===== src/rtl/imem_run_sequencer.sv =====
// imem_run_sequencer
// Loads a program into the miniMips instruction memory from a host stream,
// pulses the core's start input for one cycle, then waits for the core's
// done signal while a watchdog counts run cycles.
//
// Ports:
//   clk, reset_n              clock and asynchronous active-low reset
//   host_valid/host_ready     program-word handshake. A word transfers on a
//                             rising edge where both are 1. host_ready is 1
//                             only in IDLE and only while reset_n is high.
//   host_data, host_last      program word and end-of-program marker
//   load_req, run_req         host commands (discard program / run program)
//   imem_we/addr/wdata        registered instruction-memory write port
//   core_start, core_done     core control: start pulse and done flag
//   busy                      high while the core is starting or running
//   status                    00 none, 01 OK, 10 TIMEOUT, 11 OVERFLOW
//   prog_len                  word count of the loaded program
//   cycle_count               RUN cycles in the last or current run
//   dbg_state                 current FSM state, for observation only
module imem_run_sequencer #(
   parameter int IW         = 9,
   parameter int AW         = 8,
   parameter int MAX_CYCLES = 1024
) (
   input  logic          clk,
   input  logic          reset_n,
   input  logic          host_valid,
   output logic          host_ready,
   input  logic [IW-1:0] host_data,
   input  logic          host_last,
   input  logic          load_req,
   input  logic          run_req,
   output logic          imem_we,
   output logic [AW-1:0] imem_addr,
   output logic [IW-1:0] imem_wdata,
   output logic          core_start,
   input  logic          core_done,
   output logic          busy,
   output logic [1:0]    status,
   output logic [AW:0]   prog_len,
   output logic [15:0]   cycle_count,
   output logic [1:0]    dbg_state
);

   localparam logic [1:0] S_IDLE  = 2'd0;
   localparam logic [1:0] S_READY = 2'd1;
   localparam logic [1:0] S_START = 2'd2;
   localparam logic [1:0] S_RUN   = 2'd3;

   localparam logic [1:0] ST_NONE     = 2'b00;
   localparam logic [1:0] ST_OK       = 2'b01;
   localparam logic [1:0] ST_TIMEOUT  = 2'b10;
   localparam logic [1:0] ST_OVERFLOW = 2'b11;

   localparam logic [15:0] LIMIT = 16'(MAX_CYCLES - 1);

   logic [1:0]    state_q, state_d;
   logic [AW-1:0] wptr_q, wptr_d;
   logic          imem_we_q, imem_we_d;
   logic [AW-1:0] imem_addr_q, imem_addr_d;
   logic [IW-1:0] imem_wdata_q, imem_wdata_d;
   logic [1:0]    status_q, status_d;
   logic [AW:0]   prog_len_q, prog_len_d;
   logic [15:0]   cycle_count_q, cycle_count_d;
   logic          xfer;

   // Gating with reset_n keeps host_ready low during reset even though the
   // state register already reads IDLE.
   assign host_ready = reset_n && (state_q == S_IDLE);
   assign xfer       = host_valid && host_ready;

   always_comb begin
      state_d       = state_q;
      wptr_d        = wptr_q;
      imem_we_d     = 1'b0;
      imem_addr_d   = imem_addr_q;
      imem_wdata_d  = imem_wdata_q;
      status_d      = status_q;
      prog_len_d    = prog_len_q;
      cycle_count_d = cycle_count_q;

      case (state_q)
         S_IDLE: begin
            // load_req restarts the load; a word offered in the same cycle
            // is dropped along with the partial program.
            if (load_req) begin
               wptr_d = '0;
            end else if (xfer) begin
               imem_we_d    = 1'b1;
               imem_addr_d  = wptr_q;
               imem_wdata_d = host_data;
               if (host_last) begin
                  prog_len_d = {1'b0, wptr_q} + (AW+1)'(1);
                  wptr_d     = '0;
                  state_d    = S_READY;
               end else if (wptr_q == '1) begin
                  // Memory full without an end marker: program is unusable.
                  status_d   = ST_OVERFLOW;
                  prog_len_d = '0;
                  wptr_d     = '0;
               end else begin
                  wptr_d = wptr_q + AW'(1);
               end
            end
         end
         S_READY: begin
            if (load_req) begin
               wptr_d     = '0;
               prog_len_d = '0;
               state_d    = S_IDLE;
            end else if (run_req) begin
               state_d = S_START;
            end
         end
         S_START: begin
            cycle_count_d = '0;
            status_d      = ST_NONE;
            state_d       = S_RUN;
         end
         S_RUN: begin
            // The count is held on the terminating edge so it reports the
            // number of RUN edges before completion; done beats timeout.
            if (core_done) begin
               status_d = ST_OK;
               state_d  = S_READY;
            end else if (cycle_count_q == LIMIT) begin
               status_d = ST_TIMEOUT;
               state_d  = S_READY;
            end else if (cycle_count_q != 16'hFFFF) begin
               cycle_count_d = cycle_count_q + 16'd1;
            end
         end
         default: state_d = S_IDLE;
      endcase
   end

   always_ff @(posedge clk or negedge reset_n) begin
      if (!reset_n) begin
         state_q       <= S_IDLE;
         wptr_q        <= '0;
         imem_we_q     <= 1'b0;
         imem_addr_q   <= '0;
         imem_wdata_q  <= '0;
         status_q      <= ST_NONE;
         prog_len_q    <= '0;
         cycle_count_q <= '0;
      end else begin
         state_q       <= state_d;
         wptr_q        <= wptr_d;
         imem_we_q     <= imem_we_d;
         imem_addr_q   <= imem_addr_d;
         imem_wdata_q  <= imem_wdata_d;
         status_q      <= status_d;
         prog_len_q    <= prog_len_d;
         cycle_count_q <= cycle_count_d;
      end
   end

   assign imem_we     = imem_we_q;
   assign imem_addr   = imem_addr_q;
   assign imem_wdata  = imem_wdata_q;
   assign core_start  = (state_q == S_START);
   assign busy        = (state_q == S_START) || (state_q == S_RUN);
   assign status      = status_q;
   assign prog_len    = prog_len_q;
   assign cycle_count = cycle_count_q;
   assign dbg_state   = state_q;

endmodule


===== config.mk =====
export PLATFORM = sky130hd
export DESIGN_NAME = imem_run_sequencer
export DESIGN_NICKNAME = d
export VERILOG_FILES = /design/src/rtl/imem_run_sequencer.sv
export SDC_FILE = /design/constraint.sdc
export NUM_CORES = 1
export LEC_CHECK = 0
export CAP_MARGIN = 25
export CORE_MARGIN = 4
export CORE_UTILIZATION = 25
export CTS_CLUSTER_SIZE = 10
export DETAILED_ROUTE_END_ITERATION = 16
export PLACE_DENSITY = 0.44
export SLEW_MARGIN = 20
export SYNTH_ARGS = -nofsm -noshare
export SYNTH_HDL_FRONTEND = slang
export SYNTH_SLANG_ARGS = --single-unit

===== constraint.sdc =====
create_clock -name clk -period 2.2 [get_ports clk]
set_input_delay 0.44 -clock clk [delete_from_list [all_inputs] [get_ports clk]]
set_output_delay 0.44 -clock clk [all_outputs]
set_load 0.005 [all_outputs]

==> run_results.csv, run 1 <==
group,metric,value,unit
die,dieArea,13460,um^2
yosys,mappedNetlistArea,2918,um^2
die,io_pins,66,
cts,clkTransAtPathRegs,0.08,ns
sta,finalSetupTns,0,ns
die,fp.dieW,116.0,um
cts,cts_buffer_depth,2,
worst_setup_path,critPathKind,"flip-flop to primary output",
sta,worst_pin_slew,0.7272,ns
power_and_ir_drop,power_density,829.3,nW/um^2
grt,antenna_found_initial,0,
yosys,ys_async_sr_fraction,100.0,%
yosys,syn_nets,331,
grt,grt_max_degree,56,
route,dr_total_vias,2602,
outcome,status,"finished clean",
yosys,synthFlopType,"dfrtp_1",
power_and_ir_drop,seqPwrFrac,39.3,%
route,drtIter0Drc,160,
final_layout,area_growth,39.07,%
die,die_h,116.0,um
worst_hold_path,hold_class,"input pin to async pin",
sta,maxSlewViolCount,0,
worst_setup_path,worstPathMaxFanout,4,
worst_setup_path,cp-end-kind,"primary output",
cts,cts_sinks,55,
worst_setup_path,r2r_cells,7,
power_and_ir_drop,comb_power_share,35.8,%
sta,slew_headroom,51.52,%
grt,grt_usage,12.74,%
power_and_ir_drop,ir_drop,0.3464,mV
final_layout,register_area,1378,um^2
yosys,yosysWarningCount,0,
power_and_ir_drop,power.leakage,0.001859,uW
sta,max_freq,477.0,MHz
worst_setup_path,cp.required,1.76,ns
placement,routabilityCongestion,0.7879,
final_layout,fin_nets,420,
yosys,seq_area_frac_synth,47.17,%
cts,htreeDepth,2,
route,vias_per_cell,4.810,
worst_setup_path,worstPathArrival,1.66,ns
route,ant_nets,0,
sta,setup_viol,0,
grt,first_global_vias,2626,
final_layout,fillers,1208,
cts,numCtsBuffers,5,
cts,cts_tree,"built",
power_and_ir_drop,p_int,2278,uW
placement,portBuffers,65,
power_and_ir_drop,swShare,32.30,%
final_layout,final_core_util,35.54,%
cts,cts-root-buf,"clkbuf_16",
sta,finalHoldViolCount,0,
route,drc_errors,0,
final_layout,diodes,0,
grt,gr-total-overflow,0,
worst_setup_path,critPathLaunchType,"flip-flop",
worst_setup_path,r2r_slack,0.15,ns
yosys,syn_inst,308,
sta,post-route-period-util,95.29,%
grt,grt_pass1_wl,13.66,mm
power_and_ir_drop,netSwitchingPower,1087,uW
route,drt_pass1_iterations,5,
sta,clock_skew,0.007222,ns
die,core-area,11420,um^2
die,core.rowCount,39,
yosys,synth_edf_count,0,
final_layout,drive_above_1_share,14.82,%
yosys,synthDistinctLibCells,60,
die,start_util,25.55,%
route,routedWlPerCell,15.02,um
route,detail_route.wirelength,8.125,mm
sta,finalCriticalPeriod,2.096,ns
final_layout,multi_input_area,1440,um^2
job,max_cap_viol_count,0,
yosys,ys_ff_latch,55,
cts,ctsHoldBuffers,0,
cts,clkLatencyLatePin,0.30,ns
placement,dp_hpwl,5.995,mm
sta,rsz0062_at_grt,"no",
yosys,postSynthAreaPerCell,9.473,um^2
power_and_ir_drop,power.share.clock,24.8,%
-- logic make-up (layout without fill, tap and decap cells) --
group / after synthesis / after routing / share of synthesized area [%]
multiplexers: 6 / 6 / 2.230
buffers and inverters: 24 / 114 / 3.645
flip-flops: 55 / 55 / 47.17
XOR/XNOR: 6 / 6 / 1.801
AND/OR/NAND/NOR: 156 / 156 / 27.75
AO/OA/AOI/OAI: 54 / 54 / 14.41
adder cells (fa/ha/maj): 7 / 7 / 3.002
-- layer usage --
layer	GRT usage, %	vias to the layer above	part of all wire (%)
li1	-	1280	-
met1	16.77	1249	46
met2	21.33	65	48
met3	2.663	8	4.8
met4	3.403	0	1.3
met5	0	-	0
-- sequential cells by signal, indices dropped and copies added, names as in the netlist --
name,count
cycle_count,16
imem_wdata,9
prog_len,9
imem_addr,8
wptr_q,8
dbg_state,2
status,2
imem_we,1
-- worst max-delay path, cell delays in order (launching register included) --
cell and delay, ns:
dfrtp_1 0.41, inv_1 0.13, ha_2 0.21, and2_1 0.12, clkdlybuf4s50_1 0.49
-- cell usage after synthesis (4+ instances only) --
| cell type | count | area, um^2 |
|---|---|---|
| nand2_1 | 85 | 319.1 |
| dfrtp_1 | 55 | 1376 |
| nand3_1 | 12 | 60.06 |
| inv_1 | 9 | 33.78 |
| nor2_1 | 9 | 33.78 |
| a22o_1 | 8 | 70.07 |
| a21oi_1 | 7 | 35.03 |
| clkbuf_1 | 7 | 26.28 |
| ha_1 | 7 | 87.58 |
| a211o_1 | 6 | 52.55 |
| a31oi_1 | 6 | 37.54 |
| mux2i_1 | 5 | 50.05 |
| nand4_1 | 5 | 31.28 |
| nor2b_1 | 5 | 31.28 |
| o21ai_1 | 5 | 25.02 |
| buf_2 | 4 | 20.02 |
| nor3_1 | 4 | 20.02 |
| xor2_1 | 4 | 35.03 |
-- worst paths after layout --
check / startpoint / to
setup reg to reg: cycle_count[1] / cycle_count[7]
setup / recovery: dbg_state[1] / host_ready
hold / removal: reset_n / imem_wdata[8]
max in group asynchronous: reset_n / dbg_state[0]
min in group clk: imem_addr[7] / imem_addr[7]
hold reg to reg: imem_addr[7] / imem_addr[7]
-- through the flow --
| step | hold WS [ns] | std cells | instance area [um^2] | setup slack, ns | total power, uW |
|---|---|---|---|---|---|
| floorplan | 0.1444 | 308 | 2918 | 0.1836 | 1877 |
| global placement | 0.4569 | 532 | 3895 | 0.1119 | 2558 |
| detailed placement | 0.4616 | 532 | 3895 | 0.08256 | 2561 |
| CTS | 0.4336 | 541 | 4054 | 0.08582 | 3431 |
| global route | 0.4726 | 541 | 4058 | 0.008282 | 3609 |
| finish | 0.3968 | 541 | 4058 | 0.1036 | 3365 |
-- final cells by class --
type / count / share of cell area (%)
repair buffers: 95 / 21.43
clock inverters: 3 / 0.6167
well taps: 143 / 4.410
inverters: 11 / 1.018
multi-input cells: 229 / 35.49
clock buffers: 5 / 3.084
flip-flops and latches: 55 / 33.95
-- layout by cell type (no fill, tap or decap), types with 4 or more instances in the layout --
cell	n
nor3_1	4
a22o_1	8
mux2i_1	5
dfrtp_1	54
inv_1	8
nand2_1	85
clkdlybuf4s50_1	63
a31oi_1	6
nand4_1	5
a211o_1	6
nor2_1	9
nand3_1	12
xor2_1	4
clkbuf_16	5
buf_4	30
nor2b_1	5
ha_1	5
a21oi_1	7
o21ai_1	5
-- timing repair --
| item | CTS | global route |
|---|---|---|
| setup endpoints to repair | 1 | 2 |
| resized for setup | 3 | 2 |
| buffers inserted | 1 | 0 |
-- power by group through the flow --
stage	Clock [uW]	Sequential [uW]	Combinational [uW]
6_report	836	1320	1210
5_1_grt	909	1360	1340
4_1_cts	870	1330	1240
3_5_place_dp	0	1340	1220
3_3_place_gp	0	1340	1220
2_1_floorplan	0	1350	530
(Power assumes the default switching activity.)
==> run 2: changes to the inputs <==
==> constraint.sdc (replaced) <==
create_clock -name clk -period 2.52 [get_ports clk]
set_input_delay 0.504 -clock clk [delete_from_list [all_inputs] [get_ports clk]]
set_output_delay 0.504 -clock clk [all_outputs]
set_load 0.005 [all_outputs]
==> run 2 against run 1 <==
Net effect:
- die area stayed put
- register-to-register slack improved by 0.18 ns
- critical path depth decreased by 1
- combinational power down 22%
- total power is 16% lower
- core utilization down 1.4 points
- clock skew is 0.0014 ns higher
- critical path type unchanged
- largest power group unchanged
- highest routed layer unchanged
==> run_results.csv, run 2 (synthesis results as in run 1) <==
group,metric,value,unit
cts,htreeDepth,2,
final_layout,multi_input_area,1435,um^2
sta,finalHoldViolCount,0,
die,die_h,116.0,um
route,drc_errors,0,
power_and_ir_drop,power_density,728.7,nW/um^2
cts,numCtsBuffers,5,
cts,cts-root-buf,"clkbuf_16",
cts,ctsHoldBuffers,0,
final_layout,fillers,1184,
worst_setup_path,worstPathMaxFanout,7,
sta,slew_headroom,52.19,%
sta,rsz0062_at_grt,"no",
power_and_ir_drop,p_total,2841,uW
sta,post-route-period-util,93.08,%
worst_hold_path,hold_class,"input pin to async pin",
worst_setup_path,worstPathArrival,1.84,ns
final_layout,layout_commonest_cell,"nand2_1",
worst_setup_path,cp_slowest_cell,"clkdlybuf4s50_1",
die,dieArea,13460,um^2
sta,worst_pin_slew,0.7171,ns
worst_setup_path,cp-end-kind,"primary output",
final_layout,diodes,0,
sta,max_freq,426.3,MHz
placement,portBuffers,65,
power_and_ir_drop,power.leakage,0.001757,uW
die,core-area,11420,um^2
job,max_cap_viol_count,0,
die,start_util,25.55,%
route,dr_total_vias,2512,
sta,maxSlewViolCount,0,
die,core.rowCount,39,
final_layout,register_area,1376,um^2
cts,clkTransAtPathRegs,0.07,ns
grt,grt_usage,12.47,%
final_layout,area_growth,33.62,%
sta,finalCriticalPeriod,2.346,ns
route,routedWlPerCell,15.29,um
final_layout,mostFrequentLayoutCells,"nand2_1 (85), clkdlybuf4s50_1 (64), dfrtp_1 (55)",
worst_setup_path,cp_cell_sequence,"ha_1, or2_2, clkdlybuf4s50_1",
grt,grt_max_degree,56,
die,io_pins,66,
route,drtIter0Drc,83,
cts,clkLatencyLatePin,0.29,ns
power_and_ir_drop,ir_drop,0.2655,mV
grt,grt_pass1_wl,13.40,mm
route,detail_route.wirelength,7.967,mm
cts,post_cts_buffers,0,
sta,clock_skew,0.008656,ns
grt,gr-total-overflow,0,
outcome,status,"finished clean",
grt,antenna_found_initial,0,
placement,dp_hpwl,5.809,mm
die,fp.dieW,116.0,um
route,ant_nets,0,
cts,cts_sinks,55,
worst_setup_path,critPathKind,"flip-flop to primary output",
sta,finalSetupTns,0,ns
sta,setup_viol,0,
cts,cts_buffer_depth,2,
final_layout,fin_nets,400,
cts,cts_resized,0,
final_layout,largest_reg_flops,16,
placement,routabilityCongestion,0.7752,
route,vias_per_cell,4.821,
route,drt_pass1_iterations,4,
worst_setup_path,critPathMaxStageDelay,0.45,ns
worst_setup_path,critPathLaunchType,"flip-flop",
grt,first_global_vias,2563,
final_layout,drive_above_1_share,8.995,%
worst_setup_path,cp.required,2.02,ns
cts,cts_tree,"built",
==> run 2: metal layers <==
layer | track usage, % | vias up | part of all wire, %
met5 | 0 | - | 0
met4 | 2.552 | 0 | 0.54
met3 | 2.245 | 4 | 4.0
met2 | 20.91 | 51 | 48
met1 | 16.91 | 1215 | 47
li1 | - | 1242 | -
==> run 2: layout make-up <==
cell class                 instances  share of cell area, %
clock inverter                     2                 0.4493
sequential                        55                  35.30
timing repair buffer              75                  18.49
clock buffer                       6                  3.306
inverter                          11                  1.059
tap                              143                  4.589
multi-input combinational        229                  36.81
==> run 2: path summary, 6_finish.rpt <==
check | startpoint | endpoint | slack (ns) | cells past startpoint
setup / recovery | dbg_state[0] | busy | 0.17 | 3
hold / removal | reset_n | prog_len[5] | 0.42 | 2
setup reg to reg | wptr_q[1] | prog_len[8] | 0.33 | 6
hold reg to reg | imem_addr[3] | imem_addr[3] | 0.48 | 2
max in group asynchronous | reset_n | cycle_count[8] | 1.62 | 2
min in group clk | imem_addr[3] | imem_addr[3] | 0.48 | 2
==> run 2: report_power, final <==
| part | internal, uW | switching, uW | leakage (uW) |
|---|---|---|---|
| combinational | 517 | 431 | 0.000946 |
| clock | 374 | 327 | 0.0000710 |
| sequential | 1030 | 159 | 0.000740 |
==> run 2: stage by stage <==
| stage | setup WS, ns | hold WS [ns] | util, % | cell area, um^2 | std cells |
|---|---|---|---|---|---|
| global route | 0.03072 | 0.4990 | 34.14 | 3899 | 521 |
| CTS | 0.1389 | 0.4752 | 34.14 | 3899 | 521 |
| global placement | 0.2652 | 0.4738 | 32.86 | 3752 | 513 |
| finish | 0.1743 | 0.4214 | 34.14 | 3899 | 521 |
| detailed placement | 0.2615 | 0.4714 | 32.86 | 3752 | 513 |
| floorplan | 0.5036 | 0.2084 | - | 2918 | 308 |
==> run 2: worst max-delay path, delay by kind of cell, from the launching register on <==
kind / cells / cell delay (ns)
DFF: 1 / 0.43
and+or+nand+nor: 1 / 0.35
adders and majority gates: 1 / 0.32
buffers and inverters: 1 / 0.45
==> run 3: changes to the inputs <==
--- a/config.mk
+++ b/config.mk
@@ -11,6 +11,7 @@
 export CTS_CLUSTER_SIZE = 10
 export DETAILED_ROUTE_END_ITERATION = 16
 export PLACE_DENSITY = 0.44
+export RECOVER_POWER = 50
 export SLEW_MARGIN = 20
 export SYNTH_ARGS = -nofsm -noshare
 export SYNTH_HDL_FRONTEND = slang
==> constraint.sdc (replaced) <==
create_clock -name clk -period 3 [get_ports clk]
set_input_delay 0.6 -clock clk [delete_from_list [all_inputs] [get_ports clk]]
set_output_delay 0.6 -clock clk [all_outputs]
set_load 0.005 [all_outputs]
==> run 3 against run 2 <==
Net effect:
- flip-flop and latch count unchanged
- setup slack improved by 0.31 ns
- clock power decreased by 15%
- total power decreased by 17%
- core utilization decreased by 0.35 points
- critical endpoint unchanged
- non-clock buffer count decreased by 5
==> run_results.csv, run 3 (synthesis results as in run 1) <==
group,metric,value,unit
final_layout,area_growth,32.25,%
sta,setup_viol,0,
cts,cts_resized,0,
cts,post_cts_buffers,0,
die,die_h,116.0,um
route,ant_nets,0,
job,max_cap_viol_count,0,
power_and_ir_drop,p_total,2346,uW
sta,maxSlewViolCount,0,
sta,max_freq,397.3,MHz
power_and_ir_drop,swShare,32.66,%
power_and_ir_drop,power_density,608.1,nW/um^2
die,core.rowCount,39,
outcome,status,"finished clean",
worst_setup_path,cp.required,2.40,ns
power_and_ir_drop,power.leakage,0.001789,uW
placement,portBuffers,65,
final_layout,layout_commonest_cell,"nand2_1",
sta,finalHoldViolCount,0,
cts,cts_tree,"built",
sta,post-route-period-util,83.89,%
cts,cts-root-buf,"clkbuf_16",
final_layout,drive_above_1_share,7.775,%
power_and_ir_drop,seqPwrFrac,42.4,%
sta,worst_pin_slew,1.256,ns
cts,htreeDepth,2,
route,dr_total_vias,2511,
grt,grt_max_degree,49,
cts,clkTransAtPathRegs,0.07,ns
grt,grt_pass1_wl,13.59,mm
grt,first_global_vias,2577,
grt,grt_usage,12.55,%
grt,antenna_found_initial,0,
cts,ctsHoldBuffers,0,
route,drtIter0Drc,80,
sta,finalSetupTns,0,ns
power_and_ir_drop,p_int,1580,uW
cts,cts_buffer_depth,2,
route,drc_errors,0,
die,core-area,11420,um^2
worst_setup_path,critPathLaunchType,"flip-flop",
die,fp.dieW,116.0,um
worst_hold_path,hold_class,"input pin to async pin",
sta,clock_skew,0.004695,ns
cts,cts_sinks,55,
final_layout,diodes,0,
die,start_util,25.55,%
route,vias_per_cell,4.866,
cts,clkLatencyLatePin,0.29,ns
route,detail_route.wirelength,7.987,mm
grt,gr-total-overflow,0,
worst_setup_path,cp-end-kind,"primary output",
sta,finalCriticalPeriod,2.517,ns
die,dieArea,13460,um^2
power_and_ir_drop,comb_power_share,32.2,%
final_layout,mostFrequentLayoutCells,"nand2_1 (85), dfrtp_1 (55), clkdlybuf4s50_1 (39)",
cts,numCtsBuffers,5,
placement,dp_hpwl,5.828,mm
worst_setup_path,worstPathMaxFanout,11,
worst_setup_path,r2r_cells,5,
sta,rsz0062_at_grt,"no",
route,routedWlPerCell,15.48,um
final_layout,largest_reg_flops,16,
die,io_pins,66,
worst_setup_path,worstPathArrival,1.92,ns
power_and_ir_drop,power.share.clock,25.4,%
sta,slew_headroom,16.28,%
route,drt_pass1_iterations,4,
final_layout,fin_nets,395,
worst_setup_path,critPathKind,"flip-flop to primary output",
sta,whs,0.2860,ns
power_and_ir_drop,ir_drop,0.2602,mV
power_and_ir_drop,netSwitchingPower,766.3,uW
placement,routabilityCongestion,0.7839,
run 3: power groups by stage:
stage          Sequential, uW  Combinational (uW)  Clock, uW
5_1_grt                  1020                 839        655
4_1_cts                  1000                 801        619
3_5_place_dp             1010                 799          0
6_report                  995                 755        597
2_1_floorplan             988                 389          0
3_3_place_gp             1010                 798          0
run 3: layout make-up:
class	count	area, um^2
clock buffers	5	125.1
clock inverters	3	22.52
fillers	1199	7560
inverters	11	41.29
multi-input cells	229	1435
flip-flops and latches	55	1376
well taps	143	178.9
repair buffers	70	679.4
run 3: worst max-delay path, cell delays in order, from the launching register on:
cell	delay (ns)
dfrtp_1	0.43
ha_1	0.37
or2_2	0.37
clkdlybuf4s50_1	0.45
run 3: routing by layer:
metal / part of all wire [%] / GRT usage [%] / vias up / routed length, um
li1: - / - / 1233 / -
met1: 48 / 17.29 / 1222 / 3818
met2: 47 / 20.10 / 50 / 3749
met3: 4.5 / 3.133 / 6 / 361
met4: 0.71 / 2.552 / 0 / 57
met5: 0 / 0 / - / 0
run 3: path summary, 6_finish.rpt:
path	from	endpoint	slack [ns]
worst max-delay path	dbg_state[0]	busy	0.48
worst min-delay path	reset_n	status[1]	0.29
worst max register to register	dbg_state[0]	cycle_count[7]	0.73
worst min register to register	imem_wdata[0]	imem_wdata[0]	0.48
max in group asynchronous	reset_n	cycle_count[2]	1.08
min in group clk	imem_wdata[0]	imem_wdata[0]	0.48
run 3: stage by stage:
step,cells,utilization (%),setup slack (ns),cell area [um^2]
floorplan,308,-,0.9836,2918
global placement,508,32.53,0.5466,3715
detailed placement,508,32.53,0.4850,3715
CTS,516,33.83,0.4526,3862
global route,516,33.79,0.3582,3859
finish,516,33.79,0.4833,3859
